$ cat config.mk
export PLATFORM = sky130hd
export DESIGN_NAME = cpu_bus_arbiter
export DESIGN_NICKNAME = d
export VERILOG_FILES = /design/src/rtl/cpu_bus_arbiter.sv
export SDC_FILE = /design/constraint.sdc
export NUM_CORES = 1
export LEC_CHECK = 0
export ABC_AREA = 1
export BUFFER_PORTS_ARGS = -buffer_cell sky130_fd_sc_hd__buf_2
export CORE_MARGIN = 3
export CORE_UTILIZATION = 40
export DETAILED_ROUTE_END_ITERATION = 10
export SYNTH_ARGS = -nofsm -noshare
export SYNTH_HDL_FRONTEND = slang
export SYNTH_SLANG_ARGS = --single-unit
$ cat constraint.sdc
create_clock -name SCLK -period 3.37 [get_ports SCLK]
set_input_delay 0.674 -clock SCLK [delete_from_list [all_inputs] [get_ports SCLK]]
set_output_delay 0.674 -clock SCLK [all_outputs]
set_load 0.01 [all_outputs]
$ cat src/rtl/cpu_bus_arbiter.sv
// cpu_bus_arbiter: 68030 bus request/grant/acknowledge handshake for the DMA engine.
// Decides from FIFO state when the engine needs the bus, acquires it, hands it to the
// CPU bus-master state machine via BGRANT_, bounds the tenure and returns the bus.
module cpu_bus_arbiter #(
   parameter int MAX_BURST   = 8,    // bus cycles per tenure, 1..255
   parameter int HOLDOFF     = 2,    // idle clocks after release, 0..15
   parameter int GNT_TIMEOUT = 255   // clocks to wait for BG_, 1..255
) (
   input  logic SCLK,
   input  logic RST_,
   input  logic DMAENA,
   input  logic DMADIR,
   input  logic FIFOFULL,
   input  logic FIFOEMPTY,
   input  logic FLUSHFIFO,
   input  logic LASTWORD,
   input  logic BG_,
   input  logic AS_,
   input  logic DSACK0_,
   input  logic DSACK1_,
   input  logic STERM_,
   input  logic BGACK_IN_,
   input  logic CYCLEDONE,
   input  logic CYC_ACTIVE,
   output logic BR_,
   output logic BGACK_,
   output logic BGRANT_,
   output logic GNT_TO
);

   typedef enum logic [1:0] {IDLE, REQ, OWN, REL} state_e;

   localparam logic [7:0] BURST_LAST = 8'(MAX_BURST - 1);
   localparam logic [7:0] WAIT_LAST  = 8'(GNT_TIMEOUT - 1);
   localparam logic [3:0] HOLD_INIT  = 4'(HOLDOFF);

   state_e     state_q, state_d;
   logic       br_q, br_d;
   logic       bgack_q, bgack_d;
   logic       bgrant_q, bgrant_d;
   logic       gnt_to_q, gnt_to_d;
   logic [7:0] wait_q, wait_d;
   logic [7:0] burst_q, burst_d;
   logic [3:0] hold_q, hold_d;

   logic need, busfree, release_own;

   // Memory->SCSI needs the bus while the FIFO has room and words remain;
   // SCSI->memory needs it when full or when a partial FIFO must be flushed.
   assign need = DMAENA & (DMADIR ? (~FIFOFULL & ~LASTWORD)
                                  : (FIFOFULL | (FLUSHFIFO & ~FIFOEMPTY)));

   // The bus is ours only once granted and every other master's strobes are idle.
   assign busfree = ~BG_ & AS_ & DSACK0_ & DSACK1_ & STERM_ & BGACK_IN_;

   // Release only at a cycle boundary: either the finishing CYCLEDONE or no cycle in flight.
   assign release_own = (CYCLEDONE & (burst_q == BURST_LAST))
                      | (CYCLEDONE & ~need)
                      | (~need & ~CYC_ACTIVE)
                      | (~DMAENA & ~CYC_ACTIVE);

   // Next-state and registered-output decisions.
   always_comb begin
      state_d  = state_q;
      br_d     = br_q;
      bgack_d  = bgack_q;
      bgrant_d = bgrant_q;
      gnt_to_d = 1'b0;
      wait_d   = wait_q;
      burst_d  = burst_q;
      hold_d   = hold_q;
      case (state_q)
         IDLE: begin
            if (hold_q != 4'd0) hold_d = hold_q - 4'd1;
            // The clock leaving REL already counts as the first idle clock, so a
            // request may be decided while the counter is on its last step.
            if (need && (hold_q <= 4'd1)) begin
               state_d = REQ;
               br_d    = 1'b0;
               wait_d  = 8'd0;
               hold_d  = 4'd0;
            end
         end
         REQ: begin
            if (wait_q != 8'hFF) wait_d = wait_q + 8'd1;
            if (busfree) begin
               state_d  = OWN;
               br_d     = 1'b1;
               bgack_d  = 1'b0;
               bgrant_d = 1'b0;
               burst_d  = 8'd0;
            end else if (!need) begin
               state_d = IDLE;
               br_d    = 1'b1;
            end else if (wait_q == WAIT_LAST) begin
               state_d  = IDLE;
               br_d     = 1'b1;
               gnt_to_d = 1'b1;
            end
         end
         OWN: begin
            if (CYCLEDONE && (burst_q != 8'hFF)) burst_d = burst_q + 8'd1;
            if (release_own) begin
               state_d  = REL;
               bgrant_d = 1'b1;
            end
         end
         REL: begin
            state_d = IDLE;
            bgack_d = 1'b1;
            hold_d  = HOLD_INIT;
            burst_d = 8'd0;
         end
         default: state_d = IDLE;
      endcase
   end

   // State and output registers, asynchronously reset to the bus-released state.
   always_ff @(posedge SCLK or negedge RST_) begin
      if (!RST_) begin
         state_q  <= IDLE;
         br_q     <= 1'b1;
         bgack_q  <= 1'b1;
         bgrant_q <= 1'b1;
         gnt_to_q <= 1'b0;
         wait_q   <= 8'd0;
         burst_q  <= 8'd0;
         hold_q   <= 4'd0;
      end else begin
         state_q  <= state_d;
         br_q     <= br_d;
         bgack_q  <= bgack_d;
         bgrant_q <= bgrant_d;
         gnt_to_q <= gnt_to_d;
         wait_q   <= wait_d;
         burst_q  <= burst_d;
         hold_q   <= hold_d;
      end
   end

   assign BR_     = br_q;
   assign BGACK_  = bgack_q;
   assign BGRANT_ = bgrant_q;
   assign GNT_TO  = gnt_to_q;

endmodule

# Yosys cells after proc, flatten, opt, wreduce, memory -nomap -nowiden
# Index checks and enable logic that the tools add are counted.
classes:
  add_sub_neg: 3
  n_lt_le_gt_ge: 1
  n_eq_ne: 14
  mux: 29
  n_bitwise: 23
  n_reduce_logical: 16
op_table:
  columns: ["operator", "n"]
  rows:
  - ["$mux 8", 4]
  - ["$pmux 8 s3", 1]
  - ["$add 8x1->8 const B", 2]
  - ["$ne 8x8->1 const B", 2]
  - ["$pmux 8 s2", 1]
  - ["$reduce_and 3->1", 5]
  - ["$and 1x1->1", 12]
  - ["$mux 1", 11]
  - ["$mux 2", 5]
  - ["$ne 2x2->1 const B", 5]
  - ["$eq 8x3->1 const B", 1]
  - ["$eq 8x8->1 const B", 1]
  - ["$mux 4", 2]
  - ["$pmux 2 s4", 1]
  - ["$pmux 4 s2", 1]
  - ["$reduce_bool 2->1", 4]
  - ["$not 1->1", 7]
  - ["$pmux 1 s2", 3]
  - ["$eq 2x2->1 const B", 2]
  - ["$le 4x1->1 const B", 1]
  - ["$ne 4x4->1 const B", 1]
  - ["$or 1x1->1", 4]
  - ["$reduce_and 2->1", 2]
  - ["$reduce_bool 4->1", 1]
  - ["6 further kinds", 7]
word_totals:
  ff_bits: 26
  inputBits: 16
  output_inout_bits: 4
  word_cells: 94

# Depth between registers and ports, before layout
# Gate-level depths: netlist of the first run.
logic_depth:
  ltp_word: 12
  ltp_mapped: 10
  ltp_nobuf: 9

# Worst setup path after synthesis of the first run
# Ideal clock, no wire load.
synth_timing:
  kind: "input port to flip-flop"
  start: "in FIFOFULL"
  end: "reg wait_q[0]"
  setup_time_ns: 0.131
  arrival_time_ns: 1.371
  required_ns: 3.239
  slack_ns: 1.868
  cell_stages: 4
  n_path_buf: 0
  path_cell_list: "o21ai_0 -> nand4_1 -> o21ai_1 -> o21ai_0"
synth_between:
  elab_chain_cells: 7
  word_cells_on_any_way: 8
  cone_classes: "1 x eq/ne; 1 x mux; 4 x bitwise; 2 x reduce/logical"
synth_rtl:
  columns: ["element", "line_no", "source"]
  rows:
  - ["from (decl)", "13", "input logic FIFOFULL,"]
  - ["$not 1->1", "50", "assign need = DMAENA & (DMADIR ? (~FIFOFULL & ~LASTWORD)"]
  - ["$and 1x1->1", "50", null]
  - ["$mux 1 *", "50", null]
  - ["$and 1x1->1 *", "50", null]
  - ["$logic_and 1x1->1 *", "77", "if (need && (hold_q <= 4'd1)) begin"]
  - ["$ne 2x2->1 (no line) *", null, null]
  - ["$reduce_and 3->1 (no line) *", null, null]
  - ["to (signal assigned)", "135", "wait_q <= wait_d;"]
  - ["to (decl)", "42", "logic [7:0] wait_q, wait_d;"]
# Every way passes the cells marked *; elsewhere a longest branch is shown, timed or not.
# A chain may end at the register's enable or synchronous reset.

# Final worst setup path of the first run
layout_timing:
  start: "reg hold_q[0]"
  end: "reg wait_q[0]"
layout_between:
  elab_chain_cells: 4
layout_rtl:
  columns: ["element", "line_no", "source"]
  rows:
  - ["from (decl)", "44", "logic [3:0] hold_q, hold_d;"]
  - ["from (signal assigned)", "137", "hold_q <= hold_d;"]
  - ["$le 4x1->1", "77", null]
  - ["$logic_and 1x1->1", "77", null]
  - ["$ne 2x2->1 (no line)", null, null]
  - ["$reduce_and 3->1 (no line)", null, null]
# No other way between the ends.

==> results of run 1 <==
-- registers in the layout, summed over array words and instances (netlist names), named ones only --
signal / count
hold_q: 4
burst_q: 8
GNT_TO: 1
wait_q: 8
BGRANT_: 1
BR_: 1
state_q: 1
BGACK_: 1
-- cell type report --
| class | count | area (um2) | area share (%) |
|---|---|---|---|
| Clock buffer | 4 | 45.04 | 2.560 |
| Inverter | 30 | 112.6 | 6.401 |
| Multi-Input combinational cell | 164 | 792.0 | 45.02 |
| Sequential cell | 26 | 654.4 | 37.20 |
| Tap cell | 48 | 60.06 | 3.414 |
| Timing Repair Buffer | 19 | 95.09 | 5.405 |
-- critical path: stages (launching register included) --
cell,delay [ns]
sky130_fd_sc_hd__dfrtp_1,0.40
sky130_fd_sc_hd__inv_1,0.11
sky130_fd_sc_hd__ha_1,0.21
sky130_fd_sc_hd__nor2_1,0.06
sky130_fd_sc_hd__nor2_1,0.11
sky130_fd_sc_hd__nand4_1,0.15
sky130_fd_sc_hd__o21ai_1,0.34
sky130_fd_sc_hd__o21ai_0,0.13
-- how the worst min path moves through the flow --
stage	start	to	depth (start not counted)
3_5_place_dp	BGACK_	BGACK_	2
5_1_grt	RST_	GNT_TO	1
3_3_place_gp	BGACK_	BGACK_	2
2_1_floorplan	RST_	GNT_TO	0
6_report	RST_	hold_q[3]	1
4_1_cts	RST_	GNT_TO	1
-- cell usage after synthesis --
cell type / count / area [um2]
sky130_fd_sc_hd__nand3_1: 13 / 65.06
sky130_fd_sc_hd__nand3_2: 1 / 10.01
sky130_fd_sc_hd__o21bai_1: 1 / 7.510
sky130_fd_sc_hd__o21ai_1: 1 / 5.000
sky130_fd_sc_hd__o21ai_0: 18 / 90.09
sky130_fd_sc_hd__dfstp_2: 3 / 78.83
sky130_fd_sc_hd__inv_2: 2 / 7.510
sky130_fd_sc_hd__dfrtp_1: 23 / 575.6
sky130_fd_sc_hd__xnor2_1: 1 / 8.760
sky130_fd_sc_hd__or2_2: 2 / 12.51
sky130_fd_sc_hd__nand2_4: 1 / 11.26
sky130_fd_sc_hd__or2_0: 1 / 6.260
sky130_fd_sc_hd__inv_1: 28 / 105.1
sky130_fd_sc_hd__nand3b_1: 1 / 7.510
sky130_fd_sc_hd__o21ai_2: 3 / 26.28
sky130_fd_sc_hd__nand2_1: 72 / 270.3
sky130_fd_sc_hd__a21oi_1: 2 / 10.01
sky130_fd_sc_hd__nand2_2: 2 / 12.51
sky130_fd_sc_hd__nand4_1: 5 / 31.28
sky130_fd_sc_hd__buf_12: 1 / 20.02
sky130_fd_sc_hd__nor3_1: 3 / 15.01
sky130_fd_sc_hd__xor2_1: 4 / 35.03
sky130_fd_sc_hd__nor2_1: 28 / 105.1
sky130_fd_sc_hd__ha_1: 5 / 62.56
-- layer usage --
metal / track usage [%] / vias up / wire, um
li1: - / 738 / -
met1: 20.18 / 601 / 1574
met2: 24.55 / 16 / 1359
met3: 2.593 / 5 / 111
met4: 5.839 / 0 / 53
met5: 0 / - / 0
-- cell families (layout without fill, tap and decap cells) --
family / Yosys count / after routing / synth area share [%]
AND/OR/NAND/NOR: 129 / 129 / 34.63
flip-flops: 26 / 26 / 41.44
AO/OA/AOI/OAI: 25 / 25 / 8.796
adder cells (fa/ha/maj): 5 / 5 / 3.962
XOR/XNOR: 5 / 5 / 2.773
buffers and inverters: 31 / 53 / 8.400
-- metrics by stage --
stage | util [%] | total power, mW | std cells | cell area [um2] | setup slack, ns
floorplan | - | 0.8861 | 221 | 1579 | 1.868
global placement | 45.79 | 1.003 | 287 | 1714 | 1.555
detailed placement | 45.79 | 1.007 | 287 | 1714 | 1.531
CTS | 46.99 | 1.200 | 291 | 1759 | 1.702
global route | 46.99 | 1.313 | 291 | 1759 | 1.538
finish | 46.99 | 1.185 | 291 | 1759 | 1.752
-- power by group through the flow --
stage          logic (mW)  clock network [mW]  registers, mW
3_3_place_gp        0.474                   0          0.529
2_1_floorplan       0.369                   0          0.517
4_1_cts             0.480               0.197          0.523
3_5_place_dp        0.478                   0          0.530
5_1_grt             0.562               0.208          0.544
6_report            0.474               0.188          0.523
==> PnR_summary.wiki, run 1 <==
{| class="wikitable"
! Metric !! Value
|-
| Outcome || finished, final reports clean
|-
| Power share of the sequential group || ~44%
|-
| Total inserted antenna cells || 0
|-
| Pwr dens || 673.4 nW/um2
|-
| Most frequent standard cell in the layout excluding fill and tap cells || sky130_fd_sc_hd__nand2_1
|-
| Fraction of power consumed by combinational cells || about 40%
|-
| Clock tree from TritonCTS || yes
|-
| Worst slew slack as a fraction of its limit || roughly 60%
|-
| Pins Over Slew Limit || 0
|-
| Die ar. || around 4700 um2
|-
| Time the final worst path needs with I/O delays and setup || ~1.6 ns
|-
| Number of global-route vias before repair || roughly 1200
|-
| Share of synthesized area occupied by flip-flops and latches || between 40% and 50%
|-
| Max H-tree Level || 1
|-
| Post-synthesis instance area || approximately 1600 um2
|-
| Register clock-pin slew on the reported worst setup and hold paths || roughly 0.090 ns
|-
| Number of failing setup endpoints in the final timing report || 0
|-
| Final Hold Slack || ~0.4 ns
|-
| Detailed placement HPWL || about 2300 um
|-
| Origin of the critical flop-to-flop path || hold_q[0]
|-
| Endpoint kind of the worst setup timing path || flop
|-
| GRT Util Overall || roughly 15%
|-
| Layout Nets || approximately 270
|-
| Yosys warning total || 0
|-
| Wire length reported by the detailed router || 3098 um
|-
| Peak clock frequency supported by timing || roughly 0.62 GHz
|-
| Category of the most critical setup path || flop to flop
|-
| Number of buffers inserted to repair setup after CTS || 0
|-
| Final Hold Vio Count || 0
|-
| End point of the critical path || wait_q[0]
|-
| DR vias || approximately 1400
|-
| Pin slew with the least headroom to its limit || 0.6068 ns
|-
| Critical-path maximum fanout || 5
|-
| Fraction of final layout cells with drive strength greater than 1 || 14.81%
|-
| Part of the cycle the worst path needs || approximately half
|-
| Root buffer selected by CTS || sky130_fd_sc_hd__clkbuf_8
|-
| Flip-flop and latch count after synthesis || 26
|-
| Buffer levels on the longest clock path || 2
|-
| Setup slack of the most critical reg-to-reg path || around 1.8 ns
|-
| CTS Sinks || 26
|-
| P_sw || 488.7 uW
|-
| Post-CTS Hold Fix Bufs || 0
|-
| Area of the core region || approximately 3700 um2
|-
| Pint || around 700 uW
|-
| Number of violations reported at the end of detailed-routing iteration 0 || around 120
|-
| Synthesized Nets || approximately 240
|-
| Routed wire length per instance || ~11 um
|-
| Most used cells in the layout excluding fill and tap cells || 72 x sky130_fd_sc_hd__nand2_1, 28 x sky130_fd_sc_hd__inv_1, 28 x sky130_fd_sc_hd__nor2_1
|-
| Standard-cell rows || 22
|-
| Type of the worst min-delay path || primary input to asynchronous set/reset pin
|-
| Cells on worst reg2reg path || 7
|-
| Synth Instances || 221
|-
| Number of port buffers || 19
|-
| Count of cells resized by post-cts repair || 0
|-
| Cts bufs inserted || 3
|-
| Synthesized area per cell || 7.145 um2
|-
| Unrepaired setup endpoints after global routing || false
|-
| Max IR drop VDD || between 0.3 and 0.4 mV
|-
| Initial Utilization || 42.18%
|-
| Initial DRT Pass Iterations || 4
|-
| Die X || between 60 and 70 um
|-
| Total global routing overflow || 0
|-
| Largest net degree at the start of global routing || 27
|-
| Worst-Skew Late Latency || 0.28 ns
|-
| Setup TNS || 0 ns
|-
| Global placement routability congestion || ~0.86
|-
| First-pass GRT wire length || 5388 um
|-
| Number of fillers in the final layout || roughly 390
|-
| Number of remaining DRC errors || 0
|-
| Data arrival, critical path || about 1.8 ns
|-
| Post-DRT Antenna Nets || 0
|-
| Count of max-cap constraint violations || 0
|-
| Io pins || 20
|-
| Clock power frac || about 16%
|-
| Count of cell types in the netlist || 24
|-
| Sw Share || between 40% and 50%
|-
| Clock skew after layout || approximately 0.0048 ns
|-
| Number of vias per cell || between 4 and 5
|-
| Initial antenna violation count || 0
|-
| RR Endpoint || wait_q[0]
|-
| Required time of the critical path || about 3.5 ns
|-
| Area added between synthesis and finish || 11.41%
|-
| Chip height || between 60 and 70 um
|-
| Startpoint type of the worst setup path || flop
|-
| Standby leakage power || approximately 0.9 nW
|-
| Start point of the critical path || hold_q[0]
|}
(Power assumes the default switching activity.)
==> run 2, diff against run 1 <==
clock period = 1.4 ns   (was 3.37 ns; I/O delays follow)
==> run 2 against run 1 <==
Net effect:
- the run now ends with negative hold slack, negative setup slack left
- first-iteration DRC count fell by 43%
- die area did not move
- worst setup slack got worse by 1.8 ns
- clock skew fell by 0.0013 ns
- cell count rose by 10%
- total power rose to 3.1 times the previous value
- sequential power rose by 140%
- routed wire length rose by 13%
- clock power rose to 3.4 times the previous value
- maximum frequency rose by 10%
- flip-flop and latch count did not move
- hold slack got worse by 0.40 ns
- critical path type unchanged
- highest routed layer unchanged
==> PnR_summary.wiki, run 2 (synthesized netlist as in run 1, its figures left out) <==
{| class="wikitable"
! Metric !! Value
|-
| RR Endpoint || state_q[0]
|-
| Die ar. || 4738 um2 (unchanged)
|-
| CTS Sinks || 26 (unchanged)
|-
| Final instance count without filler cells || 321 (+10%)
|-
| Type of the worst min-delay path || primary input to asynchronous set/reset pin
|-
| Chip height || 68.83 um (unchanged)
|-
| Detailed placement HPWL || 2501 um (+8.6%)
|-
| Number of remaining DRC errors || 0 (unchanged)
|-
| Layout Nets || 295 (+11%)
|-
| Standard-cell rows || 22 (unchanged)
|-
| Initial Utilization || 42.18% (unchanged)
|-
| Pins Over Slew Limit || 0 (unchanged)
|-
| Category of the most critical setup path || flop to flop
|-
| Unrepaired setup endpoints after global routing || true
|-
| Standby leakage power || 1.076 nW (+18%)
|-
| GRT Util Overall || 16.09% (+0.90 points)
|-
| Post-DRT Antenna Nets || 0 (unchanged)
|-
| Initial antenna violation count || 0 (unchanged)
|-
| Data arrival, critical path || 1.69 ns (-0.09 ns)
|-
| Wire length reported by the detailed router || 3490 um (+13%)
|-
| Startpoint type of the worst setup path || flop
|-
| Area added between synthesis and finish || 33.60%
|-
| Outcome || complete, but fails checks
|-
| Number of vias per cell || 4.648 (-0.55%)
|-
| Time the final worst path needs with I/O delays and setup || 1.471 ns (-0.1477 ns)
|-
| Die X || 68.83 um (unchanged)
|-
| Endpoint kind of the worst setup timing path || flop
|-
| Part of the cycle the worst path needs || 105.1% (+57 points)
|-
| Worst slew slack as a fraction of its limit || 60.54% (+0.99 points)
|-
| Total inserted antenna cells || 0 (unchanged)
|-
| Buffer levels on the longest clock path || 2 (unchanged)
|-
| Final core area utilization || 56.35% (+9.4 points)
|-
| Root buffer selected by CTS || sky130_fd_sc_hd__clkbuf_8
|-
| Number of failing setup endpoints in the final timing report || 12 (+12)
|-
| Area occupied by multi-input gates || 893.4 um2 (+13%)
|-
| Area of the core region || 3744 um2 (unchanged)
|-
| Sequential cell area || 655.6 um2 (+0.19%)
|-
| Required time of the critical path || 1.62 ns (-1.91 ns)
|-
| Final Hold Slack || -0.003300 ns (-0.4025 ns)
|-
| DR vias || 1492 (+9.7%)
|-
| Setup slack of the most critical reg-to-reg path || -0.07 ns (-1.82 ns)
|-
| Initial DRT Pass Iterations || 4 (unchanged)
|-
| Most frequent standard cell in the layout excluding fill and tap cells || sky130_fd_sc_hd__nand2_1
|-
| Register clock-pin slew on the reported worst setup and hold paths || 0.10 ns (about the same)
|-
| Pin slew with the least headroom to its limit || 0.5919 ns (-0.01489 ns)
|-
| Max H-tree Level || 1 (unchanged)
|-
| Pwr dens || 1735 nW/um2 (+160%)
|-
| Clock tree from TritonCTS || yes
|-
| Origin of the critical flop-to-flop path || hold_q[0]
|-
| Peak clock frequency supported by timing || 0.6799 GHz (+10%)
|-
| Io pins || 20 (unchanged)
|-
| Final Hold Vio Count || 2 (+2)
|-
| Global placement routability congestion || 0.8300 (-3.1%)
|-
| Setup TNS || -0.3896 ns (-0.3896 ns)
|-
| Largest net degree at the start of global routing || 27 (unchanged)
|-
| Max IR drop VDD || 0.7490 mV (+120%)
|-
| Count of max-cap constraint violations || 0 (unchanged)
|-
| Total global routing overflow || 0 (unchanged)
|-
| Post-layout power || 3.660 mW (+210%)
|-
| Number of global-route vias before repair || 1350 (+8.8%)
|-
| Post-CTS Hold Fix Bufs || 0 (unchanged)
|-
| Cts bufs inserted || 3 (unchanged)
|-
| Number of violations reported at the end of detailed-routing iteration 0 || 69 (-43%)
|-
| Critical-path maximum fanout || 4 (-1)
|-
| First-pass GRT wire length || 5782 um (+7.3%)
|-
| Largest registers || burst_q: 8 flops, wait_q: 8 flops, hold_q: 4 flops
|-
| Cells on worst reg2reg path || 9 (+2)
|-
| Worst setup margin || -0.07074 ns (-1.822 ns)
|-
| Failing checks || negative hold slack, negative setup slack
|-
| Fraction of final layout cells with drive strength greater than 1 || 34.07% (+19 points)
|-
| Clock skew after layout || 0.003455 ns (-0.001296 ns)
|-
| Total placed cells including tap cells || 307 (+7.0%)
|-
| Number of port buffers || 19 (unchanged)
|-
| Routed wire length per instance || 10.87 um (+2.1%)
|-
| Worst-Skew Late Latency || 0.27 ns (about the same)
|-
| Number of fillers in the final layout || 378 (-3.3%)
|-
| Most used cells in the layout excluding fill and tap cells || 66 x sky130_fd_sc_hd__nand2_1, 28 x sky130_fd_sc_hd__buf_4, 23 x sky130_fd_sc_hd__inv_1
|}
==> run 2: cell types whose count changed in the layout (fill, tap and decap cells not counted), sizes merged <==
cell / change
bufinv: +1
nand2: +1
clkbuf: -1
buf: +29
==> run 2: worst max-delay path, stage by stage (launching register included) <==
cell and delay, ns:
sky130_fd_sc_hd__dfrtp_1 0.44, sky130_fd_sc_hd__inv_2 0.10, sky130_fd_sc_hd__ha_4 0.14, sky130_fd_sc_hd__nor2_2 0.04
sky130_fd_sc_hd__nor2_1 0.07, sky130_fd_sc_hd__nand4_1 0.17, sky130_fd_sc_hd__nand2_1 0.18, sky130_fd_sc_hd__buf_4 0.13
sky130_fd_sc_hd__nand4_1 0.08, sky130_fd_sc_hd__nand2_1 0.07
==> run 2: cell type report <==
type | instances | share of cell area, %
Clock buffer | 3 | 1.957
Clock inverter | 1 | 1.423
Multi-Input combinational cell | 165 | 42.35
Tap cell | 48 | 2.847
Sequential cell | 26 | 31.08
Inverter | 30 | 5.338
Timing Repair Buffer | 48 | 15.01
==> run 2: layer usage <==
metal	up-vias	global-route usage, %	wire length, um
li1	800	-	-
met1	670	20.85	1638
met2	18	27.89	1690
met3	4	1.783	125
met4	0	5.109	36
met5	-	0	0
==> run 2: worst max-delay path by stage <==
stage	start	endpoint	slack, ns	cells after the start
2_1_floorplan	hold_q[0]	wait_q[0]	0.01	7
3_3_place_gp	hold_q[1]	wait_q[4]	-0.04	8
3_5_place_dp	hold_q[1]	wait_q[5]	-0.06	9
4_1_cts	hold_q[1]	wait_q[7]	-0.03	9
5_1_grt	hold_q[0]	state_q[0]	-0.18	9
6_report	hold_q[0]	state_q[0]	-0.07	9
==> run 2: per-stage QoR <==
| stage | worst slack [ns] | instance area (um2) |
|---|---|---|
| detailed placement | -0.06142 | 1864 |
| finish | -0.07074 | 2110 |
| CTS | -0.02867 | 1977 |
| floorplan | 0.01179 | 1579 |
| global placement | -0.03950 | 1864 |
| global route | -0.1825 | 2110 |
==> run 2: timing repair <==
item	in CTS	in global routing
pin swaps	2	12
setup buffers	1	8
gates cloned	1	0
gates resized for setup	11	31
endpoints found under the setup margin	12	23
==> run 2: power breakdown <==
group          internal, mW  switching (mW)
Sequential             1.04           0.209
Combinational         0.833           0.948
Clock                 0.383           0.250
Total                  2.25            1.41
